## config.mk

```make
export PLATFORM = sky130hd
export DESIGN_NAME = multicycle_control
export DESIGN_NICKNAME = d
export VERILOG_FILES = /design/src/rtl/multicycle_control.sv
export SDC_FILE = /design/constraint.sdc
export NUM_CORES = 1
export LEC_CHECK = 0
export ABC_AREA = 1
export BUFFER_PORTS_ARGS = -buffer_cell sky130_fd_sc_hd__buf_4
export CAP_MARGIN = 20
export CORE_MARGIN = 2
export CORE_UTILIZATION = 30
export DETAILED_ROUTE_END_ITERATION = 10
export PLACE_DENSITY_LB_ADDON = 0.15
export SETUP_SLACK_MARGIN = 0.15
export SLEW_MARGIN = 5
export SYNTH_ARGS = -nofsm -noshare
export SYNTH_HDL_FRONTEND = slang
export SYNTH_SLANG_ARGS = --single-unit
```

## constraint.sdc

```tcl
create_clock -name clk -period 1 [get_ports clk]
set_input_delay 0.2 -clock clk [delete_from_list [all_inputs] [get_ports clk]]
set_output_delay 0.2 -clock clk [all_outputs]
set_load 0.01 [all_outputs]
```

## src/rtl/multicycle_control.sv

```systemverilog
// ---------------------------------------------------------------------------
// multicycle_control
// Moore-style sequencer for a multicycle RV32I datapath. Walks each
// instruction through FETCH, DECODE, EXECUTE and WRITEBACK, stalling on the
// memory ready handshake in FETCH, MEMREAD and MEMWRITE.
//
// Parameters:
//   DATA_WIDTH     instruction width (>= 32)
//   IMM_SRC_WIDTH  width of ImmSrc
//
// Ports:
//   clk, rst_n      clock (rising edge), asynchronous active-low reset
//   Instr           instruction register contents
//   Zero            ALU zero flag
//   MemReady        memory completed the current access this cycle
//   PCWrite         PC register enable
//   AdrSrc          memory address select (0 = PC, 1 = ALUOut)
//   MemWrite        memory write request
//   IRWrite         IR / OldPC enable
//   RegWrite        register file write enable
//   ResultSrc       result select (00 ALUOut, 01 Data, 10 ALUResult)
//   ALUSrcA         ALU A select (00 PC, 01 OldPC, 10 RD1)
//   ALUSrcB         ALU B select (00 RD2, 01 ImmExt, 10 constant 4)
//   ImmSrc          immediate format (00 I, 01 S, 10 B)
//   ALUControl      ALU op (000 add, 001 sub, 010 and, 011 or, 101 slt)
//   IllegalInstr    one-cycle pulse in DECODE for an unsupported encoding
//   State           current state encoding (debug)
//
// Configuration macro:
//   CTRL_BNE_EN  when defined, bne (funct3 = 001) is a legal branch that
//                loads the PC when Zero is clear. When undefined, every
//                branch other than beq is reported as illegal.
// ---------------------------------------------------------------------------
module multicycle_control #(
    parameter int DATA_WIDTH    = 32,
    parameter int IMM_SRC_WIDTH = 2
) (
    input  logic                     clk,
    input  logic                     rst_n,
    input  logic [DATA_WIDTH-1:0]    Instr,
    input  logic                     Zero,
    input  logic                     MemReady,
    output logic                     PCWrite,
    output logic                     AdrSrc,
    output logic                     MemWrite,
    output logic                     IRWrite,
    output logic                     RegWrite,
    output logic [1:0]               ResultSrc,
    output logic [1:0]               ALUSrcA,
    output logic [1:0]               ALUSrcB,
    output logic [IMM_SRC_WIDTH-1:0] ImmSrc,
    output logic [2:0]               ALUControl,
    output logic                     IllegalInstr,
    output logic [3:0]               State
);

    typedef enum logic [3:0] {
        S_FETCH    = 4'd0,
        S_DECODE   = 4'd1,
        S_MEMADR   = 4'd2,
        S_MEMREAD  = 4'd3,
        S_MEMWB    = 4'd4,
        S_MEMWRITE = 4'd5,
        S_EXECUTER = 4'd6,
        S_EXECUTEI = 4'd7,
        S_ALUWB    = 4'd8,
        S_BRANCH   = 4'd9
    } state_e;

    localparam logic [6:0] OP_LW     = 7'b0000011;
    localparam logic [6:0] OP_SW     = 7'b0100011;
    localparam logic [6:0] OP_RTYPE  = 7'b0110011;
    localparam logic [6:0] OP_ITYPE  = 7'b0010011;
    localparam logic [6:0] OP_BRANCH = 7'b1100011;

    // Immediate format from the opcode alone; valid in every state.
    function automatic logic [IMM_SRC_WIDTH-1:0] imm_decode(input logic [6:0] op);
        logic [IMM_SRC_WIDTH-1:0] r;
        case (op)
            OP_SW:     r = IMM_SRC_WIDTH'(2'b01);
            OP_BRANCH: r = IMM_SRC_WIDTH'(2'b10);
            default:   r = IMM_SRC_WIDTH'(2'b00);
        endcase
        return r;
    endfunction

    // ALU operation for register and immediate arithmetic. Instr[5]
    // separates R-type from I-type so that addi with imm[10] set stays add.
    function automatic logic [2:0] alu_decode(input logic [2:0] f3,
                                              input logic op5,
                                              input logic f7b5);
        logic [2:0] r;
        case (f3)
            3'b000: begin
                if (op5 && f7b5) begin
                    r = 3'b001;
                end else begin
                    r = 3'b000;
                end
            end
            3'b010:  r = 3'b101;
            3'b110:  r = 3'b011;
            3'b111:  r = 3'b010;
            default: r = 3'b000;
        endcase
        return r;
    endfunction

    // Which branch conditions this build supports.
    function automatic logic branch_legal(input logic [2:0] f3);
        logic r;
        case (f3)
            3'b000:  r = 1'b1;
`ifdef CTRL_BNE_EN
            3'b001:  r = 1'b1;
`endif
            default: r = 1'b0;
        endcase
        return r;
    endfunction

    // Branch decision from funct3 and the subtraction zero flag.
    function automatic logic branch_taken(input logic [2:0] f3, input logic z);
        logic r;
        case (f3)
            3'b000:  r = z;
`ifdef CTRL_BNE_EN
            3'b001:  r = ~z;
`endif
            default: r = 1'b0;
        endcase
        return r;
    endfunction

    state_e     state_q;
    state_e     state_d;
    logic [6:0] opcode_s;
    logic [2:0] funct3_s;
    logic       pc_write_s;
    logic       mem_write_s;
    logic       ir_write_s;
    logic       reg_write_s;
    logic       illegal_s;
    logic       adr_src_s;
    logic [1:0] result_src_s;
    logic [1:0] alu_src_a_s;
    logic [1:0] alu_src_b_s;
    logic [2:0] alu_control_s;
    logic       unused_instr_s;

    assign opcode_s       = Instr[6:0];
    assign funct3_s       = Instr[14:12];
    assign unused_instr_s = ^{Instr[DATA_WIDTH-1:31], Instr[29:15], Instr[11:7]};

    // State register; reset returns to FETCH and aborts any instruction.
    always_ff @(posedge clk or negedge rst_n) begin
        if (!rst_n) begin
            state_q <= S_FETCH;
        end else begin
            state_q <= state_d;
        end
    end

    // Next-state and per-state output decode.
    always_comb begin
        state_d       = S_FETCH;
        pc_write_s    = 1'b0;
        mem_write_s   = 1'b0;
        ir_write_s    = 1'b0;
        reg_write_s   = 1'b0;
        illegal_s     = 1'b0;
        adr_src_s     = 1'b0;
        result_src_s  = 2'b00;
        alu_src_a_s   = 2'b00;
        alu_src_b_s   = 2'b00;
        alu_control_s = 3'b000;
        case (state_q)
            S_FETCH: begin
                // PC + 4 is computed while the instruction is read.
                alu_src_b_s  = 2'b10;
                result_src_s = 2'b10;
                ir_write_s   = MemReady;
                pc_write_s   = MemReady;
                if (MemReady) begin
                    state_d = S_DECODE;
                end else begin
                    state_d = S_FETCH;
                end
            end
            S_DECODE: begin
                // OldPC + imm precomputes the branch target into ALUOut.
                alu_src_a_s = 2'b01;
                alu_src_b_s = 2'b01;
                case (opcode_s)
                    OP_LW, OP_SW: state_d = S_MEMADR;
                    OP_RTYPE:     state_d = S_EXECUTER;
                    OP_ITYPE:     state_d = S_EXECUTEI;
                    OP_BRANCH: begin
                        if (branch_legal(funct3_s)) begin
                            state_d = S_BRANCH;
                        end else begin
                            state_d   = S_FETCH;
                            illegal_s = 1'b1;
                        end
                    end
                    default: begin
                        state_d   = S_FETCH;
                        illegal_s = 1'b1;
                    end
                endcase
            end
            S_MEMADR: begin
                alu_src_a_s = 2'b10;
                alu_src_b_s = 2'b01;
                if (opcode_s == OP_SW) begin
                    state_d = S_MEMWRITE;
                end else if (opcode_s == OP_LW) begin
                    state_d = S_MEMREAD;
                end else begin
                    state_d = S_FETCH;
                end
            end
            S_MEMREAD: begin
                adr_src_s = 1'b1;
                if (MemReady) begin
                    state_d = S_MEMWB;
                end else begin
                    state_d = S_MEMREAD;
                end
            end
            S_MEMWB: begin
                result_src_s = 2'b01;
                reg_write_s  = 1'b1;
                state_d      = S_FETCH;
            end
            S_MEMWRITE: begin
                adr_src_s   = 1'b1;
                mem_write_s = 1'b1;
                if (MemReady) begin
                    state_d = S_FETCH;
                end else begin
                    state_d = S_MEMWRITE;
                end
            end
            S_EXECUTER: begin
                alu_src_a_s   = 2'b10;
                alu_control_s = alu_decode(funct3_s, Instr[5], Instr[30]);
                state_d       = S_ALUWB;
            end
            S_EXECUTEI: begin
                alu_src_a_s   = 2'b10;
                alu_src_b_s   = 2'b01;
                alu_control_s = alu_decode(funct3_s, Instr[5], Instr[30]);
                state_d       = S_ALUWB;
            end
            S_ALUWB: begin
                reg_write_s = 1'b1;
                state_d     = S_FETCH;
            end
            S_BRANCH: begin
                alu_src_a_s   = 2'b10;
                alu_control_s = 3'b001;
                pc_write_s    = branch_taken(funct3_s, Zero);
                state_d       = S_FETCH;
            end
            default: begin
                state_d = S_FETCH;
            end
        endcase
    end

    // Strobes are gated by reset so no write escapes while rst_n is low;
    // selects already show FETCH values because the state is held there.
    assign PCWrite      = rst_n & pc_write_s;
    assign MemWrite     = rst_n & mem_write_s;
    assign IRWrite      = rst_n & ir_write_s;
    assign RegWrite     = rst_n & reg_write_s;
    assign IllegalInstr = rst_n & illegal_s;
    assign AdrSrc       = adr_src_s;
    assign ResultSrc    = result_src_s;
    assign ALUSrcA      = alu_src_a_s;
    assign ALUSrcB      = alu_src_b_s;
    assign ALUControl   = alu_control_s;
    assign ImmSrc       = imm_decode(opcode_s);
    assign State        = state_q;

endmodule

```

==> impl_summary.txt, run 1 <==
----------------------------------------------------
[Run status]
  Result of the run ... complete, but fails checks
  Violated checks ... negative setup slack

[Power and ir drop]
  Portion of total power attributed to combinational logic ... 51.4%
  Switching Share ... 35.2%
  Cell leakage power ... 0.761 nW
  Pwr/cell area ... 555 nW/µm²
  Maximum vdd ir drop ... 0.000594 V
  Relative contribution of the clock network to total power ... 26.7%
  Total internal power ... 0.521 mW
  Power share of the sequential group ... 22.0%
  NetSw ... 0.283 mW

[Global routing]
  Met1 Use GR ... 26.9%
  Routing layer with the top usage in global route ... met2
  Number of global-route vias before repair ... 933
  M2 GR Usage ... 54.3%
  Initial antenna violation count ... 0
  Total congestion overflow ... 0
  First-pass GRT wire length ... 3980 µm
  GRT Overall Usage ... 26.7%
  Pin count of the biggest net entering global routing ... 6
  Met3 routing resource usage after global routing ... 2.80%

[Cells and area]
  Final layout net count ... 213
  Ratio of cells with drive above 1 in the final layout ... 76.0%
  Area delta synth->final ... 183%
  Commonest cells after routing, fill and taps aside ... 53 x sky130_fd_sc_hd__buf_4, 22 x sky130_fd_sc_hd__buf_6, 12 x sky130_fd_sc_hd__nand2_1
  Post-layout util ... 92.9%
  Number of flip-flops under the largest register name ... 4
  Most common cell after layout, fill and taps aside ... sky130_fd_sc_hd__buf_4
  Antenna diode count ... 0

[Timing]
  Clock Skew ... 0.00217 ns
  Setup repair after global routing missed its margin ... true
  Slew at the pin closest to its max-slew limit ... 0.222 ns
  Count of endpoints failing setup in the final report ... 24
  Shortest clock period the worst path allows after layout ... 1.57 ns
  Aggregate negative setup slack ... -9.69 ns
  Max Fclk ... 0.636 GHz
  Tcrit/Tclk final ... 157%
  Slew Limit Fails ... 0
  Remaining max-slew budget at the tightest pin ... 85.1%
  Final hold viol count ... 0
  Worst Slack Setup Final ... -0.572 ns

[Clock network]
  Clock insertion delay at the later pin of the skew report ... 0.24 ns
  CTS sink count ... 4
  CTS clk-pin slew, worst paths ... 0.04 ns
  Inserted Clock Buffers ... 3
  TritonCTS clock tree ... yes
  Max H-tree Level ... 1
  Root buf cell ... sky130_fd_sc_hd__clkbuf_4
  Largest buffer count on any clock path ... 2

[Critical path]
  CP startpoint kind ... register
  Worst Path Required ... 0.80 ns
  Data arrival, critical path ... 1.37 ns
  Worst Setup End Kind ... output pin
  Critical Path Fanout Max ... 4
  Critical path start-end classification ... reg2out

[Floorplan]
  Number of rows created at floorplan ... 14
  Area of the die ... 2050 µm²
  Floorplan core area ... 1560 µm²
  Die boundary width ... 45.3 µm
  Initial core utilization ... 32.8%
  Top Ports ... 57
  Die outline height ... 45.3 µm

[Place]
  Pre-CTS setup slack ... -0.321 ns
  GPL Wtd Cong ... 0.914
  # port buffers ... 35
  Detailed placement HPWL ... 1650 µm

[Logic synthesis]
  Commonest register cell after synthesis ... sky130_fd_sc_hd__dfrtp_1
  Synth warnings ... 0
  Cell count after synthesis ... 96
  Count of cell types in the netlist ... 20
  Number of synthesized flops with an enable pin ... 0
  FF+latch count, synth ... 4
  Sequential-to-total area share from yosys stat ... 19.6%
  Combined area of all synthesized cells ... 512 µm²
  Avg Inst Size Synth ... 5.33 µm²
  Share of flip-flops with an asynchronous set or reset after synthesis ... 100%
  Post-Syn Nets ... 132

[Drt]
  Drt initial violations ... 30
  Count of unresolved DRC violations after routing ... 0
  Routed WL per cell ... 16.6 µm
  Routed via count ... 994
  Post-Route WL ... 3170 µm
  First-pass iteration count of the detailed router ... 4
  DRT antenna net count ... 0
  Post-detailed-route via-to-cell ratio ... 5.20

[Worst hold path]
  Class of the worst hold path ... in2reg

[Run]
  Maximum Capacitance Violations ... 0

----------------------------------------------------
-- routing by layer --
layer  wire length, µm  share of wire, %  up-vias
li1                  -                 -      460
met1              1170                37      453
met2              1630                52       60
met3               185               5.8       21
met4               176               5.6        0
met5                 0                 0        -
-- power groups by stage --
stage / sequential, mW / combinational [mW] / clock, mW
final: 0.176 / 0.413 / 0.214
after global routing: 0.176 / 0.433 / 0.220
after CTS: 0.175 / 0.367 / 0.206
after detailed placement: 0.175 / 0.299 / 0
after global placement: 0.175 / 0.293 / 0
after floorplan: 0.176 / 0.114 / 0
-- area by class of cell --
cell class,instances,area (µm²)
timing repair buffer,77,671
multi-input combinational,68,533
fill,54,111
sequential,4,105
inverter,23,96.3
clock buffer,3,22.5
tap,16,20.0
-- timing repair --
| action | 4_1_cts | 5_1_grt |
|---|---|---|
| endpoints found under the setup margin | 25 | 25 |
| resized for setup | 49 | 21 |
| pin swaps | 19 | 11 |
| hold endpoints to repair | 4 | 0 |
| hold buffers | 1 | 0 |
| buffers inserted | 10 | 4 |
-- metrics by stage --
stage | instance area (µm²) | total power, mW | std cells | hold slack, ns
finish | 1450 | 0.803 | 191 | 0.312
global route | 1450 | 0.829 | 191 | 0.326
CTS | 1340 | 0.748 | 187 | 0.308
detailed placement | 1080 | 0.474 | 173 | 0.0964
global placement | 1080 | 0.468 | 173 | 0.0925
floorplan | 604 | 0.290 | 96 | -0.0956
-- final timing paths --
kind                       slack (ns)               start  depth (start not counted)                 end
min                              0.31            Instr[4]                          4  State[2]$_DFF_PN0_
min in group asynchronous        0.46               rst_n                          3  State[3]$_DFF_PN0_
min reg2reg                      0.83  State[1]$_DFF_PN0_                          5  State[3]$_DFF_PN0_
max reg2reg                     -0.41  State[2]$_DFF_PN0_                          9  State[2]$_DFF_PN0_
max in group asynchronous        0.42               rst_n                          3  State[1]$_DFF_PN0_
max                             -0.57  State[3]$_DFF_PN0_                          6       ALUControl[2]
-- cells in the mapped netlist, types with 2 or more instances --
cell type	n	area share, %
sky130_fd_sc_hd__inv_1	22	16
sky130_fd_sc_hd__nand2_1	22	16
sky130_fd_sc_hd__nor2_1	19	14
sky130_fd_sc_hd__nand3_1	11	11
sky130_fd_sc_hd__dfrtp_1	4	20
sky130_fd_sc_hd__o21ai_0	3	2.9
sky130_fd_sc_hd__nor3_1	2	2.0
-- worst max-delay path, stage by stage, from the launching register on --
cell and delay (ns):
sky130_fd_sc_hd__dfrtp_2 0.45, sky130_fd_sc_hd__inv_2 0.11, sky130_fd_sc_hd__nand2_4 0.08, sky130_fd_sc_hd__nor2_4 0.13, sky130_fd_sc_hd__inv_4 0.07, sky130_fd_sc_hd__nor4_4 0.12
sky130_fd_sc_hd__buf_4 0.16
-- logic make-up after synthesis --
group,after synthesis,synth area share (%)
AND/OR/NAND/NOR,60,52.6
buffers and inverters,24,18.3
AO/OA/AOI/OAI,8,9.54
flip-flops,4,19.6
Note: power is estimated with default switching activity, not from simulation.
==> inputs of run 2 (changes only) <==
--- a/config.mk
+++ b/config.mk
@@ -5,11 +5,10 @@
 export SDC_FILE = /design/constraint.sdc
 export NUM_CORES = 1
 export LEC_CHECK = 0
-export ABC_AREA = 1
 export BUFFER_PORTS_ARGS = -buffer_cell sky130_fd_sc_hd__buf_4
 export CAP_MARGIN = 20
 export CORE_MARGIN = 2
-export CORE_UTILIZATION = 30
+export CORE_UTILIZATION = 31
 export DETAILED_ROUTE_END_ITERATION = 10
 export PLACE_DENSITY_LB_ADDON = 0.15
 export SETUP_SLACK_MARGIN = 0.15
==> impl_summary.txt, run 2 <==
----------------------------------------------------
[Global routing]
  Initial antenna violation count ... 0
  Total congestion overflow ... 0
  Number of global-route vias before repair ... 822
  GRT Overall Usage ... 22.9%
  First-pass GRT wire length ... 3460 µm
  Pin count of the biggest net entering global routing ... 10

[Cells and area]
  Commonest cells after routing, fill and taps aside ... 51 x sky130_fd_sc_hd__buf_4, 27 x sky130_fd_sc_hd__buf_6, 5 x sky130_fd_sc_hd__nand2_1
  Area delta synth->final ... 173%
  Number of flip-flops under the largest register name ... 4
  Final layout net count ... 183
  Ratio of cells with drive above 1 in the final layout ... 80.0%
  Antenna diode count ... 0
  Total of fill cells in the finished design ... 77
  Final std cells w/o fill ... 162
  Most common cell after layout, fill and taps aside ... sky130_fd_sc_hd__buf_4
  Post-layout util ... 88.1%
  Design Area, Final ... 1490 µm²

[Timing]
  Final-layout worst hold slack ... 0.308 ns
  Final hold viol count ... 0
  Clock Skew ... 0.00874 ns
  Tcrit/Tclk final ... 172%
  Aggregate negative setup slack ... -12.70 ns
  Max Fclk ... 0.581 GHz
  Setup repair after global routing missed its margin ... true
  Worst Slack Setup Final ... -0.722 ns
  Slew at the pin closest to its max-slew limit ... 0.297 ns
  Slew Limit Fails ... 0
  Count of endpoints failing setup in the final report ... 25
  Shortest clock period the worst path allows after layout ... 1.72 ns
  Remaining max-slew budget at the tightest pin ... 80.0%

[Power and ir drop]
  Cell leakage power ... 0.745 nW
  Pwr/cell area ... 533 nW/µm²
  Total internal power ... 0.544 mW
  NetSw ... 0.249 mW
  Total chip power ... 0.792 mW
  Portion of total power attributed to combinational logic ... 51.2%
  Switching Share ... 31.4%
  Power share of the sequential group ... 22.7%
  Relative contribution of the clock network to total power ... 26.1%
  Maximum vdd ir drop ... 0.000706 V

[Critical path]
  Critical path start-end classification ... reg2out
  Critical Path Fanout Max ... 6
  Beginning of the critical path ... State[1]$_DFF_PN0_
  Setup slack of the most critical reg-to-reg path ... -0.69 ns
  Data arrival, critical path ... 1.52 ns
  Worst setup path endpoint ... PCWrite
  Reg-to-Reg Start ... State[2]$_DFF_PN0_
  Worst r2r path cells ... 7
  CP startpoint kind ... register
  Reg-to-reg critical path endpoint ... State[0]$_DFF_PN0_
  Worst Path Required ... 0.80 ns
  Worst Setup End Kind ... output pin

[Worst hold path]
  Class of the worst hold path ... in2reg

[Logic synthesis]
  Commonest register cell after synthesis ... sky130_fd_sc_hd__dfrtp_1
  Most instantiated cells after synthesis ... 8 x sky130_fd_sc_hd__nand2_1, 4 x sky130_fd_sc_hd__buf_4, 4 x sky130_fd_sc_hd__dfrtp_1, 4 x sky130_fd_sc_hd__nor2_1
  Avg Inst Size Synth ... 8.27 µm²
  Post-Syn Nets ... 102
  Fraction of synthesized cell area taken by the top area cell type ... 18.3%
  Cell count after synthesis ... 66
  Combined area of all synthesized cells ... 546 µm²
  Leading post-synthesis cells by cell area ... sky130_fd_sc_hd__dfrtp_1 18%, sky130_fd_sc_hd__buf_4 5.5%, sky130_fd_sc_hd__nand2_1 5.5%
  Sequential-to-total area share from yosys stat ... 18.3%
  Count of cell types in the netlist ... 36
  Dominant cell by count in the synthesized netlist ... sky130_fd_sc_hd__nand2_1
  Number of synthesized flops with an enable pin ... 0
  Synth warnings ... 0
  Share of flip-flops with an asynchronous set or reset after synthesis ... 100%
  FF+latch count, synth ... 4
  Post-synth top area cell ... sky130_fd_sc_hd__dfrtp_1

[Clock network]
  Clock insertion delay at the later pin of the skew report ... 0.24 ns
  Inserted Clock Buffers ... 3
  CTS clk-pin slew, worst paths ... 0.04 ns
  Max H-tree Level ... 1
  CTS sink count ... 4
  Root buf cell ... sky130_fd_sc_hd__clkbuf_4
  Largest buffer count on any clock path ... 2
  TritonCTS clock tree ... yes

[Place]
  GPL Wtd Cong ... 0.715
  Cell count after placement ... 137
  Detailed placement HPWL ... 1480 µm
  Placed inst area ... 1040 µm²
  # port buffers ... 35
  Pre-CTS setup slack ... -0.488 ns

[Floorplan]
  Floorplan core area ... 1690 µm²
  Die outline height ... 46.0 µm
  Initial core utilization ... 32.3%
  Die boundary width ... 46.0 µm
  Number of rows created at floorplan ... 15
  Area of the die ... 2110 µm²
  Top Ports ... 57

[Drt]
  First-pass iteration count of the detailed router ... 4
  Post-Route WL ... 2760 µm
  DRT antenna net count ... 0
  Routed via count ... 849
  Routed WL per cell ... 17.0 µm
  Drt initial violations ... 13
  Count of unresolved DRC violations after routing ... 0
  Post-detailed-route via-to-cell ratio ... 5.24

[Run status]
  Result of the run ... complete, but fails checks
  Violated checks ... negative setup slack

[Run]
  Maximum Capacitance Violations ... 0

----------------------------------------------------
-- run 2: area by class of cell --
class                      count  area [µm²]  area share, %
tap                           17        21.3           1.43
multi-input combinational     54         596           40.0
timing repair buffer          81         732           49.2
clock buffer                   3        22.5           1.51
sequential                     4         105           7.06
inverter                       3        11.3          0.757
-- run 2: timing repair --
action	in CTS	in global routing
pin swaps	8	12
setup buffers	13	8
endpoints found under the hold margin	4	0
gates resized for setup	25	27
endpoints found under the setup margin	25	25
hold buffers	1	0
-- run 2: critical path, cell delays in order, from the launching register on --
cell	delay [ns]
sky130_fd_sc_hd__dfrtp_2	0.48
sky130_fd_sc_hd__nor4_4	0.33
sky130_fd_sc_hd__nand2_1	0.11
sky130_fd_sc_hd__o21ai_1	0.10
sky130_fd_sc_hd__and2_1	0.15
sky130_fd_sc_hd__buf_4	0.12
-- run 2: worst min-delay path by stage --
stage	from	endpoint	slack (ns)	depth (start not counted)
floorplan	rst_n	State[0]$_DFF_PN0_	-0.1	0
global placement	rst_n	State[3]$_DFF_PN0_	0.01	1
detailed placement	rst_n	State[3]$_DFF_PN0_	0.01	1
CTS	Instr[4]	State[1]$_DFF_PN0_	0.27	3
global route	Instr[4]	State[1]$_DFF_PN0_	0.30	3
finish	Instr[4]	State[1]$_DFF_PN0_	0.31	3
-- run 2: kinds of logic after synthesis --
family          Yosys count  synth area share [%]
compound gates           10                  15.1
simple gates             42                  52.3
xor+xnor                  2                  4.59
buf+inv                   8                  9.63
flops                     4                  18.3
-- run 2: power by group through the flow --
stage,Clock [mW],Combinational (mW),Sequential (mW)
floorplan,0,0.118,0.176
global placement,0,0.275,0.180
detailed placement,0,0.278,0.181
CTS,0.213,0.342,0.180
global route,0.221,0.424,0.181
finish,0.207,0.406,0.180
-- run 2: layer usage --
| metal | vias up | GRT usage [%] | routed length (µm) |
|---|---|---|---|
| li1 | 405 | - | - |
| met1 | 406 | 26.9 | 1040 |
| met2 | 32 | 42.8 | 1550 |
| met3 | 6 | 2.38 | 105 |
| met4 | 0 | 6.86 | 54 |
| met5 | - | 0 | 0 |
